## src/rtl/apb_pkg.sv

```systemverilog
// Shared types for the APB command-to-transfer requester: FSM encoding,
// the word-alignment mask and the response record.
package apb_pkg;

  typedef enum logic [1:0] {
    ST_IDLE   = 2'd0,
    ST_SETUP  = 2'd1,
    ST_ACCESS = 2'd2,
    ST_RESP   = 2'd3
  } apb_state_e;

  localparam logic [1:0] APB_ALIGN_MASK = 2'b11;

  // Response record width; the requester's DATA_W must not exceed it.
  localparam int APB_RSP_DATA_W = 32;

  typedef struct packed {
    logic [APB_RSP_DATA_W-1:0] rdata;
    logic                      err;
  } apb_rsp_t;

endpackage

```

## src/rtl/apb_timeout_ctr.sv

```systemverilog
// Access-phase wait counter: cleared in SETUP, counts stalled ACCESS cycles,
// flags the stalled cycle that brings the count up to LIMIT.
module apb_timeout_ctr #(
  parameter int LIMIT = 16
) (
  input  logic clk_i,
  input  logic rst_i,
  input  logic clr_i,
  input  logic inc_i,
  output logic expired_o
);

  localparam int CW = $clog2(LIMIT + 1);

  logic [CW-1:0] cnt_q;

  always_ff @(posedge clk_i) begin
    if (rst_i || clr_i) begin
      cnt_q <= '0;
    end else if (inc_i && (cnt_q != CW'(LIMIT))) begin
      cnt_q <= cnt_q + CW'(1);
    end
  end

  assign expired_o = inc_i && (cnt_q == CW'(LIMIT - 1));

endmodule

```

## src/rtl/apb_master.sv

```systemverilog
// Command-driven APB3 requester: one transfer outstanding, registered outputs.
// Optional access-phase timeout abort is enabled with the APB_TIMEOUT_EN macro.
module apb_master
  import apb_pkg::*;
#(
  parameter int ADDR_W         = 32,
  parameter int DATA_W         = 32,
  parameter int TIMEOUT_CYCLES = 16
) (
  input  logic              CLK,
  input  logic              RESET,
  input  logic              CMD_VALID,
  output logic              CMD_READY,
  input  logic              CMD_WRITE,
  input  logic [ADDR_W-1:0] CMD_ADDR,
  input  logic [DATA_W-1:0] CMD_WDATA,
  output logic              RSP_VALID,
  input  logic              RSP_READY,
  output logic [DATA_W-1:0] RSP_RDATA,
  output logic              RSP_ERR,
  output logic [ADDR_W-1:0] PADDR,
  output logic              PSEL,
  output logic              PENABLE,
  output logic              PWRITE,
  output logic [DATA_W-1:0] PWDATA,
  input  logic              PREADY,
  input  logic              PSLVERR,
  input  logic [DATA_W-1:0] PRDATA
);

  if (DATA_W > APB_RSP_DATA_W || ADDR_W < 2 || TIMEOUT_CYCLES < 1) begin : g_param_check
    $error("apb_master: unsupported parameterisation");
  end

  apb_state_e        state_q;
  logic              cmd_ready_q;
  logic              rsp_valid_q;
  apb_rsp_t          rsp_q;
  logic [ADDR_W-1:0] paddr_q;
  logic [DATA_W-1:0] pwdata_q;
  logic              psel_q;
  logic              penable_q;
  logic              pwrite_q;
  logic              timeout_hit;

`ifdef APB_TIMEOUT_EN
  apb_timeout_ctr #(
    .LIMIT(TIMEOUT_CYCLES)
  ) u_timeout_ctr (
    .clk_i    (CLK),
    .rst_i    (RESET),
    .clr_i    (state_q == ST_SETUP),
    .inc_i    ((state_q == ST_ACCESS) && !PREADY),
    .expired_o(timeout_hit)
  );
`else
  assign timeout_hit = 1'b0;
`endif

  always_ff @(posedge CLK) begin
    if (RESET) begin
      state_q     <= ST_IDLE;
      cmd_ready_q <= 1'b1;
      rsp_valid_q <= 1'b0;
      rsp_q       <= '0;
      paddr_q     <= '0;
      pwdata_q    <= '0;
      psel_q      <= 1'b0;
      penable_q   <= 1'b0;
      pwrite_q    <= 1'b0;
    end else begin
      case (state_q)
        ST_IDLE: begin
          if (CMD_VALID) begin
            cmd_ready_q <= 1'b0;
            // Misaligned commands never reach the bus; they fail immediately.
            if ((CMD_ADDR[1:0] & APB_ALIGN_MASK) != 2'b00) begin
              rsp_q.rdata <= '0;
              rsp_q.err   <= 1'b1;
              rsp_valid_q <= 1'b1;
              state_q     <= ST_RESP;
            end else begin
              paddr_q  <= CMD_ADDR;
              pwdata_q <= CMD_WDATA;
              pwrite_q <= CMD_WRITE;
              psel_q   <= 1'b1;
              state_q  <= ST_SETUP;
            end
          end
        end
        ST_SETUP: begin
          penable_q <= 1'b1;
          state_q   <= ST_ACCESS;
        end
        ST_ACCESS: begin
          // PREADY is checked first so a completion on the limit cycle wins.
          if (PREADY) begin
            psel_q      <= 1'b0;
            penable_q   <= 1'b0;
            rsp_q.rdata <= (pwrite_q || PSLVERR) ? '0 : APB_RSP_DATA_W'(PRDATA);
            rsp_q.err   <= PSLVERR;
            rsp_valid_q <= 1'b1;
            state_q     <= ST_RESP;
          end else if (timeout_hit) begin
            psel_q      <= 1'b0;
            penable_q   <= 1'b0;
            rsp_q.rdata <= '0;
            rsp_q.err   <= 1'b1;
            rsp_valid_q <= 1'b1;
            state_q     <= ST_RESP;
          end
        end
        ST_RESP: begin
          if (RSP_READY) begin
            rsp_valid_q <= 1'b0;
            cmd_ready_q <= 1'b1;
            state_q     <= ST_IDLE;
          end
        end
        default: begin
          state_q     <= ST_IDLE;
          cmd_ready_q <= 1'b1;
          rsp_valid_q <= 1'b0;
          psel_q      <= 1'b0;
          penable_q   <= 1'b0;
        end
      endcase
    end
  end

  assign CMD_READY = cmd_ready_q;
  assign RSP_VALID = rsp_valid_q;
  assign RSP_RDATA = rsp_q.rdata[DATA_W-1:0];
  assign RSP_ERR   = rsp_q.err;
  assign PADDR     = paddr_q;
  assign PWDATA    = pwdata_q;
  assign PSEL      = psel_q;
  assign PENABLE   = penable_q;
  assign PWRITE    = pwrite_q;

endmodule

```

## config.mk

```make
export PLATFORM = sky130hd
export DESIGN_NAME = apb_master
export DESIGN_NICKNAME = d
export VERILOG_FILES = /design/src/rtl/apb_pkg.sv /design/src/rtl/apb_timeout_ctr.sv /design/src/rtl/apb_master.sv
export SDC_FILE = /design/constraint.sdc
export NUM_CORES = 1
export LEC_CHECK = 0
export CAP_MARGIN = 20
export CORE_ASPECT_RATIO = 0.7
export CORE_MARGIN = 2
export CORE_UTILIZATION = 42
export CTS_BUF_LIST = sky130_fd_sc_hd__clkbuf_4 sky130_fd_sc_hd__clkbuf_8 sky130_fd_sc_hd__clkbuf_16
export CTS_CLUSTER_DIAMETER = 80
export CTS_CLUSTER_SIZE = 40
export DETAILED_ROUTE_END_ITERATION = 12
export MAX_ROUTING_LAYER = met4
export PLACE_DENSITY = 0.85
export SYNTH_ARGS = -nofsm -noshare
export SYNTH_HDL_FRONTEND = slang
export SYNTH_SLANG_ARGS = --single-unit
```

## constraint.sdc

```tcl
create_clock -name CLK -period 2.87 [get_ports CLK]
set_input_delay 0.4305 -clock CLK [delete_from_list [all_inputs] [get_ports CLK]]
set_output_delay 0.4305 -clock CLK [all_outputs]
set_load 0.02 [all_outputs]
```

==> results.txt, run 1 <==
Post-synth cell types = 30
Setup TNS after final layout = 0 ns
Core ar. = 0.009071 mm2
Die width = 119.6 um
Cell internal pwr = 0.002729 W
Layout cells sized above 1 = 4.683%
Mux share of post-synthesis cell area = 0.2547%
Post-layout util = 69.59%
Fin crit period = 2.036 ns
Switching power = 0.001316 W
Hold Path Sink = PADDR[25]$_SDFFE_PP0P_
First-pass GRT wire length = 17.33 mm
Seq/Total Area, Yosys = 52.98%
Hold Buf Count CTS = 0
R2R Setup Slk = 0.83 ns
Post-route cell area = 0.006312 mm2
Mapped cell area = 0.003930 mm2
WP data required = 3.13 ns
Commonest non-fill, non-tap cell in the layout = clkdlybuf4s50_1
CTS buffer count = 9
Worst R2R End = PWDATA[15]$_SDFFE_PP0P_
Placed instance area = 0.006021 mm2
Syn_area_per_cell = 8.362 um2
Synth Area in XOR/XNOR = 0%
Slew HR = 48.05%
Fmax = 491.3 MHz
Final Cycle Share = 70.92%
Max Cap Viol = 0
TritonCTS clock tree = built
I/O pins = 205
Largest family of logic cells by synthesized area = simple AND/OR/NAND/NOR gates
Post-Route WL = 11.12 mm
Synth Area in Simple Gates = 24.48%
Peak VDD IR = 0.0004759 V
Routed vias/inst = 4.910
Tot Pwr = 0.004045 W
Crit start category = register
Nets = 766
Final worst clock skew = 0.004640 ns
Kind of critical path = reg -> reg
Sink Count = 104
Worst skew pair latency = 0.33 ns
Global-route usage over all layers = 21.71%
Die span in y = 84.93 um
Post-DP HPWL = 8.041 mm
PwrDens = 640.8 mW/mm2
Commonest cells after routing, fill and taps aside = clkdlybuf4s50_1, nand2_1, dfxtp_1
Leakage power total = 2.164 nW
Hold Vio Cnt, Final = 0
RePlAce Congestion = 0.7659
Net Count, Synth = 579
CP endpoint kind = register
Reg-to-reg startpoint = state_q[0]$_SDFFE_PP0P_
Compound-Gate Fraction of Synth Area = 15.09%
Crit path max fanout = 50
1st-iter DRT viols = 245
FF+latch count, synth = 104
Reg2Reg Depth = 6
Htree depth = 3
ANT cells = 0
Placed Instances = 770
Area Overhead vs Synth = 60.62%
Die footprint = 0.01016 mm2
Cts repair resizes = 0
Synth Warn # = 0
Unrepaired setup endpoints after global routing = no
Max Root-Sink Buffers = 2
Post-CTS setup buffer count = 0
Hold Path Depth = 2
I/O Buffers = 204
Arrival time worst endpoint = 2.29 ns
Sw frac = 32.53%
Worst Hold Launch = PADDR[25]$_SDFFE_PP0P_
Final setup fails = 0
Final Max Tran Viols = 0
Clock slew at reported path FFs = 0.07 ns
Rows = 29
WL/cell = 14.15 um
Gate power share = 30.5%
Largest net degree at the start of global routing = 66
Congestion Overflow GR = 0
Hold Path Class = reg -> reg
Reg power frac = 40.6%
Final antenna-violating net count = 0
Synthesized instance count = 470
Root Buffer = clkbuf_16
Vias in the first global route = 3589
Clock group share of total power = 29.0%
Antenna violations before repair = 0
CP Launch Point = state_q[0]$_SDFFE_PP0P_
Worst Max-Slew Pin Slew = 0.7793 ns
Outcome = finished clean
Non-filler instance count after layout = 786
Adder-cell share of the synthesized area = 1.910%
Routed vias = 3859
TritonRoute pass-1 iters = 4
Residual DRC count = 0
Starting Density = 43.32%
## worst max-delay path by stage
| stage | to | slack, ns | depth (start not counted) |
|---|---|---|---|
| floorplan | RSP_RDATA[10]$_SDFFE_PP0P_ | 1.20 | 7 |
| global placement | PWDATA[3]$_SDFFE_PP0P_ | 0.79 | 6 |
| finish | PWDATA[15]$_SDFFE_PP0P_ | 0.83 | 6 |
| CTS | PWDATA[15]$_SDFFE_PP0P_ | 0.81 | 6 |
| detailed placement | PWDATA[23]$_SDFFE_PP0P_ | 0.73 | 6 |
| global route | PADDR[12]$_SDFFE_PP0P_ | 0.69 | 6 |
## Yosys cell counts
master / n / area [um2]
a211oi_1: 3 / 22.52
a211oi_2: 1 / 12.51
a21oi_1: 68 / 340.3
a221o_1: 1 / 10.01
a221oi_4: 1 / 26.28
a22oi_1: 1 / 7.510
a311oi_1: 1 / 8.760
and2b_4: 1 / 10.01
and3_1: 1 / 6.260
and4b_1: 1 / 10.01
buf_2: 6 / 30.03
buf_4: 8 / 60.06
buf_6: 3 / 33.78
clkbuf_1: 17 / 63.81
clkbuf_2: 1 / 5.000
dfxtp_1: 104 / 2082
ha_1: 6 / 75.07
inv_1: 4 / 15.01
mux2i_1: 1 / 10.01
nand2_1: 129 / 484.2
nand2b_1: 32 / 200.2
nand3_1: 33 / 165.2
nor2_1: 8 / 30.03
nor2_2: 1 / 6.260
nor2b_1: 1 / 6.260
nor3_1: 1 / 5.000
nor3b_1: 2 / 15.01
nor4b_4: 1 / 23.77
o21ai_0: 17 / 85.08
o21ai_1: 16 / 80.08
## state kept, by name, summed over array words and instances, names as in the netlist
register	flops
PADDR	32
PWDATA	32
RSP_RDATA	32
state_q	2
CMD_READY	1
PENABLE	1
PSEL	1
PWRITE	1
RSP_ERR	1
RSP_VALID	1
## cell families after synthesis
logic type / after synthesis
and+or+nand+nor: 211
AOI/OAI and AO/OA: 109
buffers and inverters: 39
DFF: 104
adders and majority gates: 6
muxes: 1
## power by group through the flow
stage | Sequential [W] | Clock (W) | Combinational, W
CTS | 0.00164 | 0.00120 | 0.00124
global route | 0.00166 | 0.00126 | 0.00133
finish | 0.00164 | 0.00117 | 0.00123
global placement | 0.00167 | 0 | 0.00120
detailed placement | 0.00168 | 0 | 0.00123
floorplan | 0.00180 | 0 | 0.000645
## metrics by stage
stage	setup WS [ns]	hold slack [ns]
after floorplan	1.204	0.5136
after global placement	0.7901	0.4411
after detailed placement	0.7262	0.4472
after CTS	0.8118	0.4550
after global routing	0.6867	0.4744
final	0.8345	0.4546
## critical path, cell delays in order, from the launching register on
cell     delay (ns)
dfxtp_1        0.35
inv_1          0.12
ha_1           0.46
and3_2         0.49
buf_12         0.27
nand2_1        0.10
a21oi_1        0.15
## final cells by class
class | instances | area, um2
Sequential cell | 104 | 2082
Fill cell | 753 | 2759
Timing Repair Buffer | 211 | 2115
Tap cell | 124 | 155.1
Clock inverter | 6 | 52.55
Multi-Input combinational cell | 327 | 1654
Inverter | 4 | 15.01
Clock buffer | 10 | 239.0
## layer usage
layer | GRT usage [%] | vias up | wire (um) | part of all wire [%]
li1 | - | 1927 | - | -
met1 | 26.29 | 1784 | 4784 | 43
met2 | 35.74 | 126 | 5448 | 49
met3 | 5.040 | 22 | 654 | 5.9
met4 | 7.701 | 0 | 235 | 2.1
met5 | - | - | 0 | 0
(Power assumes the default switching activity.)
==> run 2: changes to the inputs <==
CORE_UTILIZATION = 36   (was 42)
PLACE_DENSITY = 0.77   (was 0.85)
clock period = 1.7 ns   (was 2.87 ns; I/O delays follow)
==> results.txt, run 2 (synthesized netlist as in run 1, its figures left out) <==
Tot Pwr = 0.007593 W
PwrDens = 1145 mW/mm2
First-pass GRT wire length = 18.47 mm
RePlAce Congestion = 0.7655
Post-DP HPWL = 8.654 mm
Routed metal-1 wirelength = 5.630 mm
I/O pins = 205
Rows = 31
Outcome = finished clean
Post-layout util = 63.30%
Kind of critical path = reg -> reg
R2R Setup Slk = 0.07 ns
Worst skew pair latency = 0.34 ns
Global-route usage over all layers = 20.16%
Core ar. = 0.01047 mm2
Die span in y = 91.42 um
Hold Vio Cnt, Final = 0
Routed vias = 3933
Largest net degree at the start of global routing = 55
Worst R2R End = RSP_RDATA[22]$_SDFFE_PP0P_
Area Overhead vs Synth = 68.67%
Clock group share of total power = 27.8%
Fin crit period = 1.631 ns
Hold Path Sink = PSEL$_SDFFE_PP0P_
1st-iter DRT viols = 214
Peak VDD IR = 0.001100 V
Max Root-Sink Buffers = 2
Worst Max-Slew Pin Slew = 0.4767 ns
WP data required = 1.97 ns
Htree depth = 3
Setup TNS after final layout = 0 ns
Post-Route WL = 12.21 mm
Sink Count = 104
Commonest non-fill, non-tap cell in the layout = clkdlybuf4s50_1
Starting Density = 37.53%
Crit start category = register
Vias in the first global route = 3752
Switching power = 0.002443 W
Final setup fails = 0
DR WL met3 = 657 um
Reg power frac = 36.7%
Met2 routed WL = 5.718 mm
Root Buffer = clkbuf_16
TritonRoute pass-1 iters = 4
Reg-to-reg startpoint = state_q[0]$_SDFFE_PP0P_
CP endpoint kind = register
Gate power share = 35.5%
Leakage power total = 2.329 nW
Arrival time worst endpoint = 1.90 ns
Commonest cells after routing, fill and taps aside = clkdlybuf4s50_1, nand2_1, dfxtp_1
Layout cells sized above 1 = 8.492%
Die width = 128.9 um
Final worst clock skew = 0.006290 ns
Post-route cell area = 0.006629 mm2
Nets = 787
Cell internal pwr = 0.005150 W
Slew HR = 68.22%
Reg2Reg Depth = 9
Crit path max fanout = 10
Routed vias/inst = 4.826
Clock slew at reported path FFs = 0.07 ns
Hold Path Depth = 3
Placed instance area = 0.006201 mm2
Congestion Overflow GR = 0
Antenna violations before repair = 0
Sw frac = 32.17%
Final Max Tran Viols = 0
ANT cells = 0
Worst Hold Launch = RESET
CTS buffer count = 9
Residual DRC count = 0
Fmax = 613.2 MHz
Hold Path Class = in -> reg
Highest metal used = met4
I/O Buffers = 204
Die footprint = 0.01178 mm2
Final antenna-violating net count = 0
Max Cap Viol = 0
Final Cycle Share = 95.93%
TritonCTS clock tree = built
WL/cell = 14.98 um
[run 2: area by class of cell]
cell class                 count  area, um2
multi-input combinational    327       1685
clock inverter                 7      77.57
fill                         880       3844
sequential                   104       2085
inverter                       4      17.52
timing repair buffer         232       2374
clock buffer                   9      225.2
tap                          132      165.2
[run 2: metrics by stage]
stage | instances | hold slack [ns] | setup slack (ns)
after CTS | 810 | 0.3775 | 0.001456
final | 815 | 0.3875 | 0.06926
after floorplan | 470 | 0.3854 | 0.03420
after global placement | 794 | 0.4415 | -0.06302
after global routing | 815 | 0.3910 | -0.0007687
after detailed placement | 794 | 0.4465 | -0.08261
[run 2: worst max-delay path by stage]
stage / startpoint / to / slack, ns
CTS: state_q[1]$_SDFFE_PP0P_ / PADDR[5]$_SDFFE_PP0P_ / 0.001
floorplan: state_q[0]$_SDFFE_PP0P_ / RSP_RDATA[10]$_SDFFE_PP0P_ / 0.03
finish: state_q[0]$_SDFFE_PP0P_ / RSP_RDATA[22]$_SDFFE_PP0P_ / 0.07
detailed placement: CMD_ADDR[0] / PADDR[5]$_SDFFE_PP0P_ / -0.08
global placement: CMD_VALID / RSP_ERR$_SDFFE_PP0P_ / -0.06
global route: state_q[0]$_SDFFE_PP0P_ / RSP_RDATA[28]$_SDFFE_PP0P_ / -0.0008
[run 2: timing repair]
action | in CTS | in global routing
buffers inserted | 0 | 3
resized for setup | 0 | 15
setup endpoints to repair | 0 | 101
hold buffers | 0 | 0
[run 2: metal layers]
layer  track usage, %  vias to the layer above
met3            4.007                       23
met4            5.888                        0
met1            25.24                     1831
met2            33.07                      114
li1                 -                     1965
met5                -                        -
[run 2: power by group through the flow]
stage	clock network, W	registers (W)	logic, W
after floorplan	0	0.00305	0.00109
after global placement	0	0.00281	0.00225
after detailed placement	0	0.00282	0.00229
after CTS	0.00216	0.00277	0.00230
after global routing	0.00227	0.00281	0.00288
final	0.00211	0.00279	0.00269
[run 2: critical path, stage by stage (launching register included)]
cell and delay [ns]:
dfxtp_2 0.34, inv_4 0.09, buf_12 0.11, ha_4 0.17
nor2_2 0.06, a211oi_4 0.34, buf_6 0.17, clkbuf_16 0.14
nand3_1 0.07, o21ai_0 0.07
